## src/rtl/lcd_pkg.sv

```systemverilog
// Shared constants for the LCD character path: command codes, ASCII codes,
// writer FSM encoding and the digit picker for the HH:MM:SS layout.
package lcd_pkg;

  localparam logic [7:0] LCD_CMD_SET_DDRAM = 8'h80;
  localparam logic [7:0] ASCII_ZERO        = 8'h30;
  localparam logic [7:0] ASCII_SPACE       = 8'h20;
  localparam logic [7:0] ASCII_QMARK       = 8'h3F;

  localparam logic [1:0] ST_IDLE  = 2'd0;
  localparam logic [1:0] ST_ADDR  = 2'd1;
  localparam logic [1:0] ST_CHARS = 2'd2;

  localparam logic [2:0] LAST_CHAR_IDX = 3'd7;

  // Character slots 2 and 5 are separators; the rest map onto the six BCD digits.
  function automatic logic is_sep(input logic [2:0] idx);
    return (idx == 3'd2) || (idx == 3'd5);
  endfunction

  function automatic logic [3:0] snap_digit(input logic [23:0] snap, input logic [2:0] idx);
    logic [3:0] d;
    case (idx)
      3'd0:    d = snap[23:20];
      3'd1:    d = snap[19:16];
      3'd3:    d = snap[15:12];
      3'd4:    d = snap[11:8];
      3'd6:    d = snap[7:4];
      3'd7:    d = snap[3:0];
      default: d = 4'h0;
    endcase
    return d;
  endfunction

endpackage

```

## src/rtl/lcd_time_writer_if.sv

```systemverilog
// Valid/ready item channel from the time writer to the LCD write stage.
interface lcd_time_writer_if;
  logic       out_valid;
  logic       out_ready;
  logic       out_rs;
  logic [7:0] out_data;

  modport master (output out_valid, output out_rs, output out_data, input out_ready);
  modport slave  (input out_valid, input out_rs, input out_data, output out_ready);
endinterface

```

## src/rtl/bcd_to_ascii.sv

```systemverilog
// One BCD digit to its display code; out-of-range digits show '?'.
module bcd_to_ascii
  import lcd_pkg::*;
(
  input  logic [3:0] i_digit,
  input  logic       i_blank,
  output logic [7:0] o_code
);

  always_comb begin
    o_code = ASCII_ZERO + {4'h0, i_digit};
    if (i_blank && (i_digit == 4'h0)) o_code = ASCII_SPACE;
    else if (i_digit > 4'd9)          o_code = ASCII_QMARK;
  end

endmodule

```

## src/rtl/lcd_time_writer.sv

```systemverilog
// Streams Set-DDRAM + "HH:MM:SS" from a snapshot of the BCD time, one item per
// valid/ready transfer, chaining a merged pending refresh with no idle cycle.
module lcd_time_writer
  import lcd_pkg::*;
#(
  parameter logic [6:0] DDRAM_ADDR      = 7'h04,
  parameter logic [7:0] SEP_CHAR        = 8'h3A,
  parameter bit         BLANK_LEAD_ZERO = 1'b0
) (
  input  logic                      clk,
  input  logic                      rst,
  input  logic                      refresh,
  input  logic [23:0]               time_bcd,
  lcd_time_writer_if.master         lcd,
  output logic                      busy,
  output logic                      done
);

  logic [1:0]  r_state;
  logic [2:0]  r_idx;
  logic [23:0] r_snap;
  logic        r_pending;
  logic        r_valid;
  logic        r_rs;
  logic [7:0]  r_data;
  logic        r_busy;
  logic        r_done;

  logic        w_xfer;
  logic        w_last;
  logic        w_start;
  logic [2:0]  w_next_idx;
  logic [7:0]  w_code;
  logic [7:0]  w_char;
  logic [7:0]  w_addr_cmd;

  assign w_xfer     = r_valid && lcd.out_ready;
  assign w_last     = (r_state == ST_CHARS) && (r_idx == LAST_CHAR_IDX) && w_xfer;
  // A refresh landing on the final transfer edge chains just like a pending one.
  assign w_start    = (r_state == ST_IDLE) ? (refresh || r_pending)
                                           : (w_last && (r_pending || refresh));
  assign w_next_idx = (r_state == ST_ADDR) ? 3'd0 : r_idx + 3'd1;
  assign w_addr_cmd = LCD_CMD_SET_DDRAM | {1'b0, DDRAM_ADDR};

  // Single converter, fed with the digit for the item that follows the current one.
  bcd_to_ascii u_conv (
    .i_digit (snap_digit(r_snap, w_next_idx)),
    .i_blank (BLANK_LEAD_ZERO && (w_next_idx == 3'd0)),
    .o_code  (w_code)
  );

  assign w_char = is_sep(w_next_idx) ? SEP_CHAR : w_code;

  always_ff @(posedge clk) begin
    if (rst) begin
      r_state   <= ST_IDLE;
      r_idx     <= 3'd0;
      r_snap    <= 24'h0;
      r_pending <= 1'b0;
      r_valid   <= 1'b0;
      r_rs      <= 1'b0;
      r_data    <= 8'h00;
      r_busy    <= 1'b0;
      r_done    <= 1'b0;
    end else begin
      r_done <= 1'b0;
      if (w_start) begin
        r_state   <= ST_ADDR;
        r_idx     <= 3'd0;
        r_snap    <= time_bcd;
        r_pending <= 1'b0;
        r_valid   <= 1'b1;
        r_rs      <= 1'b0;
        r_data    <= w_addr_cmd;
        r_busy    <= 1'b1;
        r_done    <= w_last;
      end else if (w_last) begin
        r_state   <= ST_IDLE;
        r_pending <= 1'b0;
        r_valid   <= 1'b0;
        r_busy    <= 1'b0;
        r_done    <= 1'b1;
      end else begin
        if (refresh && (r_state != ST_IDLE)) r_pending <= 1'b1;
        if (w_xfer) begin
          r_state <= ST_CHARS;
          r_idx   <= w_next_idx;
          r_rs    <= 1'b1;
          r_data  <= w_char;
        end
      end
    end
  end

  assign lcd.out_valid = r_valid;
  assign lcd.out_rs    = r_rs;
  assign lcd.out_data  = r_data;
  assign busy          = r_busy;
  assign done          = r_done;

endmodule

```

## src/flat_wrapper.sv

```systemverilog
// flat-port wrapper written by rule: the top's interface ports become plain ports
module lcd_time_writer_flat import lcd_pkg::*;
#(
  parameter logic [6:0] DDRAM_ADDR      = 7'h04,
  parameter logic [7:0] SEP_CHAR        = 8'h3A,
  parameter bit         BLANK_LEAD_ZERO = 1'b0
)
  (clk, rst, refresh, time_bcd, busy, done, lcd_out_valid, lcd_out_rs, lcd_out_data, lcd_out_ready);
  lcd_time_writer_if lcd_i ();
  input  logic clk;
  input  logic rst;
  input  logic refresh;
  input  logic [23:0] time_bcd;
  output logic busy;
  output logic done;
  output wire logic [$bits(lcd_i.out_valid)-1:0] lcd_out_valid;
  output wire logic [$bits(lcd_i.out_rs)-1:0] lcd_out_rs;
  output wire logic [$bits(lcd_i.out_data)-1:0] lcd_out_data;
  input wire logic [$bits(lcd_i.out_ready)-1:0] lcd_out_ready;
  assign lcd_out_valid = lcd_i.out_valid;
  assign lcd_out_rs = lcd_i.out_rs;
  assign lcd_out_data = lcd_i.out_data;
  assign lcd_i.out_ready = lcd_out_ready;
  lcd_time_writer #(.DDRAM_ADDR(DDRAM_ADDR), .SEP_CHAR(SEP_CHAR), .BLANK_LEAD_ZERO(BLANK_LEAD_ZERO)) u_core (.clk(clk), .rst(rst), .refresh(refresh), .time_bcd(time_bcd), .lcd(lcd_i), .busy(busy), .done(done));
endmodule
```

## config.mk

```make
export PLATFORM = sky130hd
export DESIGN_NAME = lcd_time_writer_flat
export DESIGN_NICKNAME = d
export VERILOG_FILES = /design/src/rtl/lcd_pkg.sv /design/src/rtl/lcd_time_writer_if.sv /design/src/rtl/bcd_to_ascii.sv /design/src/rtl/lcd_time_writer.sv /design/src/flat_wrapper.sv
export SDC_FILE = /design/constraint.sdc
export NUM_CORES = 1
export LEC_CHECK = 0
export CORE_MARGIN = 2
export CORE_UTILIZATION = 40
export CTS_CLUSTER_SIZE = 25
export DETAILED_ROUTE_END_ITERATION = 12
export PLACE_DENSITY = 0.75
export SLEW_MARGIN = 30
export SYNTH_ARGS = -nofsm -noshare
export SYNTH_HDL_FRONTEND = slang
export SYNTH_SLANG_ARGS = --single-unit
```

## constraint.sdc

```tcl
create_clock -name clk -period 6.3 [get_ports clk]
set_input_delay 0.63 -clock clk [delete_from_list [all_inputs] [get_ports clk]]
set_output_delay 0.63 -clock clk [all_outputs]
set_load 0.02 [all_outputs]
```

==> reports/metrics.yaml, run 1 <==
synth_cell_types: 43
synth.largest_area_cell: "dfxtp_1"
fin_tns_setup_ns: 0
dp_hpwl_um: 2578
grt_pass1_wl_um: 6175
cp_max_fo: 18
clk_latency_ns: 0.29
routed_via_density: 5.164
cts_buffers: 5
num_rows: 23
antenna_found_initial: 0
hold_class: "reg -> reg"
synth-seq-cells: 38
yosys-top-cells-area: "dfxtp_1, nand2_1, a21oi_1"
synth_fp_nets: 248
die_x_um: 69.87
async_flop_share: 0
arrival_ns: 2.78
cts.htree.levels: 2
yosysTopAreaCellShare: 0.4384
drtIter0Drc: 102
nNetsFinal: 278
cts_tree: "built"
drv_slew: 0
grt_pass1_vias: 1390
worst_pin_slew_ns: 0.8047
layout_setup_ws_ns: 3.746
cp-start-kind: "flop"
ios: 40
die_area_um2: 4881
port_buffers: 38
critical_path_class: "reg -> reg"
post-route-period-util: 0.4054
synthCells: 218
post_dp_cell_area_um2: 2090
post_cts_buffers: 0
cts_resized: 0
ctsHoldBuffers: 0
synth_area_um2: 1735
endpoint_kind: "flop"
hold_viol_final: 0
ant_nets: 0
overflow: 0
place_ws_ns: 3.662
powerDensity_nw_per_um2: 248.9
synth-seq-area-share: 0.4384
fin_worst_skew_ns: 0.004809
status: "completed"
cts.sink_count: 38
p_leak_nw: 0.7810
routed_wl_um: 3661
synth_flop_cell: "dfxtp_1"
vias: 1544
peakVddDrop_uv: 142.5
wl_per_cell_um: 12.24
fin_area_um2: 2192
drive_gt1_frac: 0.08434
initial_utilization: 0.4247
crit_required_ns: 6.52
avgSynthCellArea_um2: 7.961
relSlewSlack: 0.4625
min_period_ns: 2.554
diodes: 0
firstDrtPassIters: 4
fillers: 399
max_freq_ghz: 0.3916
clockRootBuffer: "clkbuf_8"
yosys_warnings: 0
die_y_um: 69.87
core_um2: 4086
drc: 0
grt_max_degree: 34
clk_path_buf_depth: 2
cts.clk_slew.worst_paths_ns: 0.07
rsz0062_at_grt: "no"
maxCapViolations: 0
grtUsageTotal: 0.1540
setup_viol: 0
synth_edf_count: 0
place_congestion: 0.8353
area_growth_pct: 26.32
## through the flow
step	util	std cells	power, mW	hold WS, ns
after floorplan	-	218	0.3414	0.4329
after global placement	0.5113	291	0.3768	0.4419
after detailed placement	0.5113	291	0.3781	0.4471
after CTS	0.5346	299	0.5478	0.4573
after global routing	0.5364	299	0.5730	0.4722
final	0.5364	299	0.5455	0.4572
## synthesized netlist by cell type, drive strengths merged (2+ instances only)
library cell,n
nor2,17
nand3,7
o21ai,5
a21oi,35
or2,2
nand2,53
a31oi,2
clkbuf,8
mux2i,3
nand4,3
mux2,4
nor3,5
dfxtp,38
nor2b,2
a211oi,2
inv,2
buf,9
ha,2
## final cells by class
| type | instances | area, µm² | area share |
|---|---|---|---|
| Timing Repair Buffer | 40 | 395.4 | 0.1804 |
| Clock inverter | 2 | 12.51 | 0.005708 |
| Tap cell | 50 | 62.56 | 0.02854 |
| Multi-Input combinational cell | 161 | 870.8 | 0.3973 |
| Clock buffer | 6 | 82.58 | 0.03767 |
| Inverter | 2 | 7.507 | 0.003425 |
| Sequential cell | 38 | 760.7 | 0.3470 |
## routing by layer
| layer | wire, µm | global-route usage | vias up |
|---|---|---|---|
| met1 | 1829 | 0.2094 | 700 |
| li1 | - | - | 809 |
| met2 | 1626 | 0.2349 | 31 |
| met5 | 0 | 0 | - |
| met3 | 147 | 0.03896 | 4 |
| met4 | 57 | 0.05769 | 0 |
## worst paths after layout
kind                            cells after the start         startpoint  slack [ns]           endpoint
worst min-delay path                                2  u_core.r_snap[22]        0.46  u_core.r_snap[22]
worst max-delay path                                7    u_core.r_idx[0]        3.75  u_core.r_snap[20]
worst max register to register                      7    u_core.r_idx[0]        3.75  u_core.r_snap[20]
worst min register to register                      2  u_core.r_snap[22]        0.46  u_core.r_snap[22]
## placed cells by master (no fill, tap or decap), types with 2 or more instances in the layout
cell type	synthesis	final
a21oi_1	35	35
a31oi_1	2	2
buf_4	6	2
clkbuf_8	1	6
clkdlybuf4s50_1	0	38
dfxtp_1	38	38
ha_1	2	2
inv_1	2	2
mux2_2	4	4
mux2i_1	3	3
nand2_1	53	53
nand3_1	7	7
nand4_1	3	3
nor2_1	17	17
nor2b_1	2	2
nor3_1	4	4
o21ai_0	4	4
## where the power goes
part           total [mW]  switching, mW  internal, mW
clock network       0.172         0.0842        0.0879
logic               0.103         0.0552        0.0476
registers           0.271         0.0128         0.258
## critical path, cell delays in order, from the launching register on
cell and delay [ns]:
dfxtp_1 0.68, ha_1 0.25, ha_1 0.17, nand3_1 0.12, a211oi_2 0.72, buf_4 0.35, nand2_1 0.09, a21oi_1 0.11
## cells by family (layout without fill, tap and decap cells)
group	after synthesis	count (layout)	synth area share
muxes	7	7	0.04326
adders and majority gates	2	2	0.01442
buffers and inverters	19	50	0.06921
other	1	1	0.002161
DFF	38	38	0.4384
and+or+nand+nor	97	97	0.2473
AOI/OAI and AO/OA	54	54	0.1853
## state kept, by name, summed over array words and instances (netlist names)
name and flops:
u_core.lcd.out_valid 1, u_core.lcd.out_data 6, u_core.r_pending 1, u_core.r_idx 3, u_core.r_state 2, u_core.r_snap 24, u_core.done 1
(Power assumes the default switching activity.)
==> run 2: changes to the inputs <==
- clock period: 6.3 -> 2.66 ns (I/O delays scaled with it)
==> run 2 against run 1 <==
Net effect:
- sequential power grew 140%
- utilization grew 0.70 points
- global-route usage grew 1.0 points
- die area is the same
- largest power group unchanged
==> reports/metrics.yaml, run 2 (synthesis gave the netlist of run 1 again) <==
status: "completed"
final_cell_mix: "nand2_1, clkdlybuf4s50_1, dfxtp_1, a21oi_1, nor2_1"
fin_worst_skew_ns: 0.003226
clockRootBuffer: "clkbuf_8"
drc: 0
dp_hpwl_um: 2685
post_cts_buffers: 0
cts_resized: 0
post_dp_cell_area_um2: 2105
rsz0062_at_grt: "no"
hold_class: "reg -> reg"
crit_path_top_delay_cell: "ha_1"
grtUsageTotal: 0.1644
cts.clk_slew.worst_paths_ns: 0.07
reg2reg_depth: 7
ant_nets: 0
maxCapViolations: 0
die_x_um: 69.87
grt_pass1_vias: 1550
drv_slew: 0
initial_utilization: 0.4247
hold_viol_final: 0
port_buffers: 38
area_growth_pct: 27.97
cts.sink_count: 38
max_freq_ghz: 0.4416
firstDrtPassIters: 5
nNetsFinal: 280
endpoint_kind: "flop"
cp-start-kind: "flop"
ios: 40
overflow: 0
cp_max_fo: 13
ctsHoldBuffers: 0
post-route-period-util: 0.8513
cts_tree: "built"
diodes: 0
largest_register_ffs: 24
drtIter0Drc: 94
die_area_um2: 4881
grt_pass1_wl_um: 6644
holdPathStages: 2
p_leak_nw: 0.8021
final_common_cell: "nand2_1"
vias: 1612
critical_path_class: "reg -> reg"
worst_pin_slew_ns: 0.6587
routed_wl_um: 3762
regMostFlops: "u_core.r_snap"
die_y_um: 69.87
antenna_found_initial: 0
cts.htree.levels: 2
clk_path_buf_depth: 2
core_um2: 4086
peakVddDrop_uv: 360.2
arrival_ns: 2.43
wl_per_cell_um: 12.50
fin_area_um2: 2221
relSlewSlack: 0.5599
crit_required_ns: 2.82
setup_viol: 0
drive_gt1_frac: 0.09163
fin_tns_setup_ns: 0
powerDensity_nw_per_um2: 617.0
grt_max_degree: 25
place_congestion: 0.8791
worstPathCellList: "ha_1 > ha_1 > or3b_1 > a21oi_1 > nor2_1 > a221oi_1 > a21oi_1"
fillers: 397
num_rows: 23
clk_latency_ns: 0.29
cts_buffers: 5
cp_slowest_stage_delay_ns: 0.51
min_period_ns: 2.264
routed_via_density: 5.355
==> run 2: cell count changes in the layout (fill, tap and decap cells not counted) <==
cell	delta
bufinv_16	+1
clkbuf_8	-1
buf_4	+2
clkinv_2	+1
clkinvlp_4	-1
==> run 2: where the power goes <==
group / switching, mW / leakage (nW) / internal [mW] / total, mW
Clock: 0.205 / 0.0579 / 0.276 / 0.481
Sequential: 0.0289 / 0.312 / 0.611 / 0.640
Combinational: 0.134 / 0.433 / 0.116 / 0.250
Total: 0.368 / 0.802 / 1.00 / 1.37
==> run 2: critical path, delay by kind of cell, from the launching register on <==
| family | cells | cell delay [ns] |
|---|---|---|
| adders and majority gates | 2 | 0.70 |
| AOI/OAI and AO/OA | 3 | 0.60 |
| and+or+nand+nor | 2 | 0.51 |
| DFF | 1 | 0.32 |
==> run 2: path summary, 6_finish.rpt <==
path                          start                      to  slack [ns]
setup / recovery    u_core.r_idx[0]  u_core.lcd.out_data[2]        0.40
hold / removal    u_core.r_snap[22]       u_core.r_snap[22]        0.46
setup reg to reg    u_core.r_idx[0]  u_core.lcd.out_data[2]        0.40
hold reg to reg   u_core.r_snap[22]       u_core.r_snap[22]        0.46
==> run 2: final cells by class <==
class | count | area, µm² | share of cell area
sequential | 38 | 760.7 | 0.3425
clock inverter | 3 | 40.04 | 0.01803
tap | 50 | 62.56 | 0.02817
clock buffer | 5 | 68.82 | 0.03099
timing repair buffer | 42 | 410.4 | 0.1848
inverter | 2 | 7.507 | 0.003380
multi-input combinational | 161 | 870.8 | 0.3921
==> run 2: stage by stage <==
stage | cells | hold WS (ns) | util | setup slack, ns | total power, mW
2_1_floorplan | 218 | 0.4020 | - | 0.6898 | 0.8085
3_3_place_gp | 293 | 0.4433 | 0.5150 | 0.4878 | 0.8949
3_5_place_dp | 293 | 0.4458 | 0.5150 | 0.4466 | 0.8998
4_1_cts | 301 | 0.4578 | 0.5416 | 0.4266 | 1.373
5_1_grt | 301 | 0.4815 | 0.5435 | 0.2839 | 1.434
6_report | 301 | 0.4552 | 0.5435 | 0.3956 | 1.370
==> run 2: metal layers <==
metal  wire, µm  global-route usage  vias to the layer above  share of wire
li1           -                   -                      810              -
met1       1711              0.1957                      761           0.45
met2       1840              0.2741                       39           0.49
met3        182             0.04762                        2          0.048
met4         27             0.07265                        0         0.0072
met5          0                   0                        -              0
==> RTL edit 1 (settings of run 1) <==
Reset style: asynchronous (`rst`), changed in one clocked block.
--- a/src/rtl/lcd_time_writer.sv
+++ b/src/rtl/lcd_time_writer.sv
@@ -52,5 +52,5 @@
   assign w_char = is_sep(w_next_idx) ? SEP_CHAR : w_code;
 
-  always_ff @(posedge clk) begin
+  always_ff @(posedge clk or posedge rst) begin
     if (rst) begin
       r_state   <= ST_IDLE;
Formal check against the unedited RTL: differs if rst is asserted again (counterexample within 4 cycles, from zero or initial values and one cycle with rst high); with rst held inactive, the same outputs for 10 cycles.
==> RTL edit 1 against run 1 <==
Worst hold slack improved by 0.032 ns. Design area increased by 7.2%. Maximum frequency decreased by 6.3%. Worst setup slack got worse by 0.17 ns. Synthesized cell count decreased by 26%. Sequential cell count unchanged. Largest cell class is now registers. Count of clock-buffer cells in the layout decreased by 1. Highest routed layer unchanged. Area after synthesis increased by 7.9%. Non-clock buffer count unchanged. Routed wire length decreased by 2.4%. Global-route usage decreased by 0.38 points.
Power is not compared: it rests on default switching activity, and its combinational part moved more than twofold at a synthesized area within 25%.
==> RTL edit 1: results (changes against run 1) <==
| Metric | Value |
|---|---|
| Status | `completed` |
| FF-to-FF End | `u_core.r_snap[1]` |
| Synthesized area | `1873 µm² (+7.9%)` |
| Slowest-stage cell, CP | `a21oi_2` |
| Largest net degree at the start of global routing | `39 (+15%)` |
| Non-clk invs | `3 (+1)` |
| Multi-input gate count | `108 (-33%)` |
| Synth unique cells | `35 (-19%)` |
| Tmin final | `2.726 ns (+0.1723 ns)` |
| Post-synthesis sequential area ratio | `50.77% (+6.9 points)` |
| Commonest cells in the netlist | `dfrtp_1, mux2_2, nand3_1, nor2_1` |
| DR vias/cell | `5.414 (+4.8%)` |
| Post-DP Area | `2241 µm² (+7.2%)` |
| Post-Route WL | `3574 µm (-2.4%)` |
| Synth async-reset ratio | `100.0% (+100 points)` |
| Reg2reg setup slack | `3.57 ns (-0.17 ns)` |
| ClkCell Share | `4.633% (+0.29 points)` |
| First-pass GRT wire length | `6106 µm (-1.1%)` |
| Post-layout net count | `226 (-19%)` |
| GP Congestion | `0.8520 (+2.0%)` |
| Share of cells above drive strength 1 | `22.84% (+14 points)` |
| Fillers | `420 (+5.3%)` |
| 1st-iter DRT viols | `52 (-49%)` |
| Clock Buffer Count | `5 (-1)` |
| Critical path's largest stage delay | `0.76 ns (+0.04 ns)` |
| Number of global-route vias before repair | `1,365 (-1.8%)` |
| Area contributors post-synth | `dfrtp_1, mux2_2, mux2i_1` |
| Fin Clk Skew | `0.004386 ns (-0.0004230 ns)` |
RTL edit 1: cell count changes in the layout (fill, tap and decap cells not counted), moves of 8 or more:
cell / delta
nand2_1: -45
a21oi_1: -28
nor2_1: -8
dfxtp_1: -38
mux2_2: +21
dfrtp_1: +38
RTL edit 1: power groups by stage:
stage / combinational, mW / sequential [mW] / clock, mW
after floorplan: 0.461 / 0.446 / 0
after global placement: 0.582 / 0.443 / 0
after detailed placement: 0.594 / 0.449 / 0
after CTS: 0.596 / 0.444 / 0.206
after global routing: 0.652 / 0.459 / 0.216
final: 0.593 / 0.443 / 0.203
RTL edit 1: through the flow:
| stage | hold slack (ns) | total power [mW] | util, % | std cells |
|---|---|---|---|---|
| 2_1_floorplan | 0.4603 | 0.9063 | - | 161 |
| 3_3_place_gp | 0.4718 | 1.025 | 50.42 | 241 |
| 3_5_place_dp | 0.4791 | 1.042 | 50.42 | 241 |
| 4_1_cts | 0.4957 | 1.246 | 52.87 | 249 |
| 5_1_grt | 0.5098 | 1.326 | 52.87 | 249 |
| 6_report | 0.4893 | 1.239 | 52.87 | 249 |
RTL edit 1: cell families (layout without fill, tap and decap cells):
| logic type | after synthesis | count (layout) | share of synthesized area [%] |
|---|---|---|---|
| buffers and inverters | 15 | 51 | 5.544 |
| other | 1 | 1 | 0.2002 |
| and+or+nand+nor | 42 | 42 | 12.16 |
| muxes | 31 | 31 | 18.24 |
| DFF | 38 | 38 | 50.77 |
| adders and majority gates | 2 | 2 | 1.336 |
| AOI/OAI and AO/OA | 32 | 32 | 11.76 |
RTL edit 1: critical path: cells and delay by family (launching register included):
kind,cells,cell delay (ns)
buffers and inverters,1,0.39
AO/OA/AOI/OAI,1,0.76
flip-flops,1,0.54
AND/OR/NAND/NOR,1,0.15
adder cells (fa/ha/maj),2,0.39
multiplexers,1,0.36
RTL edit 1: worst min path at each step:
stage | start | to | slack, ns | cells after the start
2_1_floorplan | u_core.r_pending | u_core.r_pending | 0.46 | 2
6_report | u_core.lcd.out_data[7] | u_core.lcd.out_data[7] | 0.49 | 1
3_3_place_gp | u_core.lcd.out_data[7] | u_core.lcd.out_data[7] | 0.47 | 1
3_5_place_dp | u_core.lcd.out_data[7] | u_core.lcd.out_data[7] | 0.48 | 1
4_1_cts | u_core.lcd.out_data[7] | u_core.lcd.out_data[7] | 0.50 | 1
5_1_grt | u_core.lcd.out_data[7] | u_core.lcd.out_data[7] | 0.51 | 1
RTL edit 1: per-layer routing:
| layer | vias up | global-route usage, % | routed length, µm |
|---|---|---|---|
| met4 | 0 | 4.938 | 63 |
| met1 | 646 | 18.79 | 1615 |
| li1 | 645 | - | - |
| met3 | 12 | 3.472 | 171 |
| met2 | 45 | 25.69 | 1724 |
| met5 | - | 0 | 0 |
==> RTL edit 2 (flow settings as in run 1) <==
Without the edit above. `BLANK_LEAD_ZERO` is set to 1'b0 in 2 places; all go to 1'b1.
--- a/src/rtl/lcd_time_writer.sv
+++ b/src/rtl/lcd_time_writer.sv
@@ -6,5 +6,5 @@
   parameter logic [6:0] DDRAM_ADDR      = 7'h04,
   parameter logic [7:0] SEP_CHAR        = 8'h3A,
-  parameter bit         BLANK_LEAD_ZERO = 1'b0
+  parameter bit         BLANK_LEAD_ZERO = 1'b1
 ) (
   input  logic                      clk,
--- a/src/flat_wrapper.sv
+++ b/src/flat_wrapper.sv
@@ -4,5 +4,5 @@
   parameter logic [6:0] DDRAM_ADDR      = 7'h04,
   parameter logic [7:0] SEP_CHAR        = 8'h3A,
-  parameter bit         BLANK_LEAD_ZERO = 1'b0
+  parameter bit         BLANK_LEAD_ZERO = 1'b1
 )
   (clk, rst, refresh, time_bcd, busy, done, lcd_out_valid, lcd_out_rs, lcd_out_data, lcd_out_ready);
Behaviour: not the same (Yosys sat finds a counterexample within 4 cycles, from zero or initial values and one cycle with rst high).
==> RTL edit 2 against run 1 <==
Final cell count increased by 1.0%. Power increased by 9.4%. Maximum frequency increased by 1.8%. Design area increased by 3.8%. First-iteration DRC count decreased by 20%. Non-clock buffer count unchanged. Worst setup slack improved by 0.045 ns. Routed wire length increased by 1.4%. Sequential cell count increased by 1. Area after synthesis increased by 4.9%. Critical path type unchanged. Largest power group unchanged.
==> RTL edit 2: results (changes against run 1) <==
| Metric | Value |
|---|---|
| Post-DP Area | `2160 µm² (+3.4%)` |
| Share of cells above drive strength 1 | `10.40% (+2.0 points)` |
| Worst endpoint data arrival time | `2.73 ns (-0.05 ns)` |
| CTS root buf | `clkbuf_8` |
| Inst Count DP | `294 (+1.0%)` |
| IO Port Bufs | `38 (unchanged)` |
| Slowest-stage cell, CP | `dfxtp_1` |
| DR pass1 iterations | `6 (+2)` |
| Setup WS pre-CTS | `3.906 ns (+0.2450 ns)` |
| Hold violation count in the final report | `0 (unchanged)` |
| Max VDD drop | `118.3 µV (-17%)` |
| Area contributors post-synth | `dfxtp_1, nand2_1, a21oi_1` |
| Post-synthesis sequential area ratio | `42.89% (-0.95 points)` |
| Clock-pin slew on the worst setup and hold paths | `roughly 0.080 ns` |
| 1st-iter DRT viols | `82 (-20%)` |
| Number of global-route vias before repair | `1,416 (+1.9%)` |
| Cts repair resizes | `0 (unchanged)` |
| Fin Clk Skew | `0.009310 ns (+0.004501 ns)` |
| Hold Startpoint | `u_core.r_snap[11]` |
| H-tree depth | `2 (unchanged)` |
| Critical path's largest stage delay | `0.55 ns (-0.17 ns)` |
| DP Wirelength | `2525 µm (-2.1%)` |
| Cts hold-fix bufs | `0 (unchanged)` |
| Critical path peak fanout | `13 (-5)` |
| Initial antenna violation count | `0 (unchanged)` |
| Hold EP | `u_core.r_snap[11]` |
| Synth unique cells | `37 (-14%)` |
| Top Family by Delay on Critical Path | `simple AND/OR/NAND/NOR gates` |
| Largest register FFs | `24 (unchanged)` |
| Post-layout net count | `279 (+0.36%)` |
| Post-Route WL | `3712 µm (+1.4%)` |
| Per-cell routed wire length | `12.29 µm (+0.39%)` |
| FF-to-FF End | `u_core.lcd.out_data[0]` |
| Commonest cells in the netlist | `nand2_1, dfxtp_1, a21oi_1` |
| R2r startpoint | `u_core.r_idx[0]` |
| Syn Nets | `251 (+1.2%)` |
| Reg2reg setup slack | `3.79 ns (+0.04 ns)` |
| Lkg Pwr | `0.8014 nW (+2.6%)` |
| Tot GR Track Use | `15.67% (+0.27 points)` |
| First-pass GRT wire length | `6361 µm (+3.0%)` |
| Clock Path Buffers | `2 (unchanged)` |
| Status | `completed` |
| Fillers | `426 (+6.8%)` |
| Setup Fix Bufs, Post-CTS | `0 (unchanged)` |
| Mapped Cells | `221 (+1.4%)` |
| Least-Margin Pin Slew | `0.5632 ns (-0.2416 ns)` |
| Reg with most FFs | `u_core.r_snap` |
| Ant diodes | `0 (unchanged)` |
| Routed vias | `1,536 (-0.52%)` |
| GP Congestion | `0.7775 (-6.9%)` |
[RTL edit 2: cell types whose count changed in the layout (fill, tap and decap cells not counted), sizes merged, moves of 4 or more]
cell / delta
nor4b: +6
nor2: -4
nand3: -4
mux2i: +5
mux2: -4
nor3: +9
[RTL edit 2: cell families after synthesis]
group | synth area share (%)
other | 0.2060
adder cells (fa/ha/maj) | 1.374
multiplexers | 4.399
buffers and inverters | 6.666
flip-flops | 42.89
AND/OR/NAND/NOR | 28.45
AO/OA/AOI/OAI | 16.01
[RTL edit 2: final cells by class]
class	instances	area share [%]
Timing Repair Buffer	40	17.15
Sequential cell	39	34.30
Clock buffer	5	3.024
Clock inverter	3	2.089
Tap cell	52	2.859
Multi-Input combinational cell	163	40.57
[RTL edit 2: per-stage QoR]
stage	total power [mW]	util [%]	hold slack, ns
4_1_cts	0.6015	51.91	0.4602
6_report	0.5968	51.91	0.4571
2_1_floorplan	0.3533	-	0.4316
5_1_grt	0.6270	51.91	0.4742
3_3_place_gp	0.3879	49.37	0.4407
3_5_place_dp	0.3890	49.26	0.4482
[RTL edit 2: per-layer routing]
metal | vias up | global-route usage (%) | share of wire, %
met5 | - | 0 | 0
met4 | 0 | 6.289 | 1.8
met3 | 7 | 3.938 | 4.6
met2 | 31 | 23.87 | 44
met1 | 684 | 21.32 | 50
li1 | 814 | - | -
[RTL edit 2: worst min-delay path: cells and delay by family, from the launching register on]
kind             cells  cell delay (ns)
AO/OA/AOI/OAI        1             0.05
flip-flops           1             0.31
AND/OR/NAND/NOR      1             0.05
[RTL edit 2: how the worst max path moves through the flow]
stage / endpoint / slack, ns
floorplan: u_core.lcd.out_data[4] / 4.35
global placement: u_core.r_state[1] / 3.78
detailed placement: u_core.lcd.out_data[0] / 3.91
CTS: u_core.lcd.out_data[0] / 3.80
global route: u_core.lcd.out_data[0] / 3.64
finish: u_core.lcd.out_data[0] / 3.79
[RTL edit 2: where the power goes]
group	total [mW]	switching, mW	internal, mW
sequential	0.276	0.0118	0.264
combinational	0.107	0.0573	0.0495
clock	0.214	0.0939	0.120
total	0.597	0.163	0.434
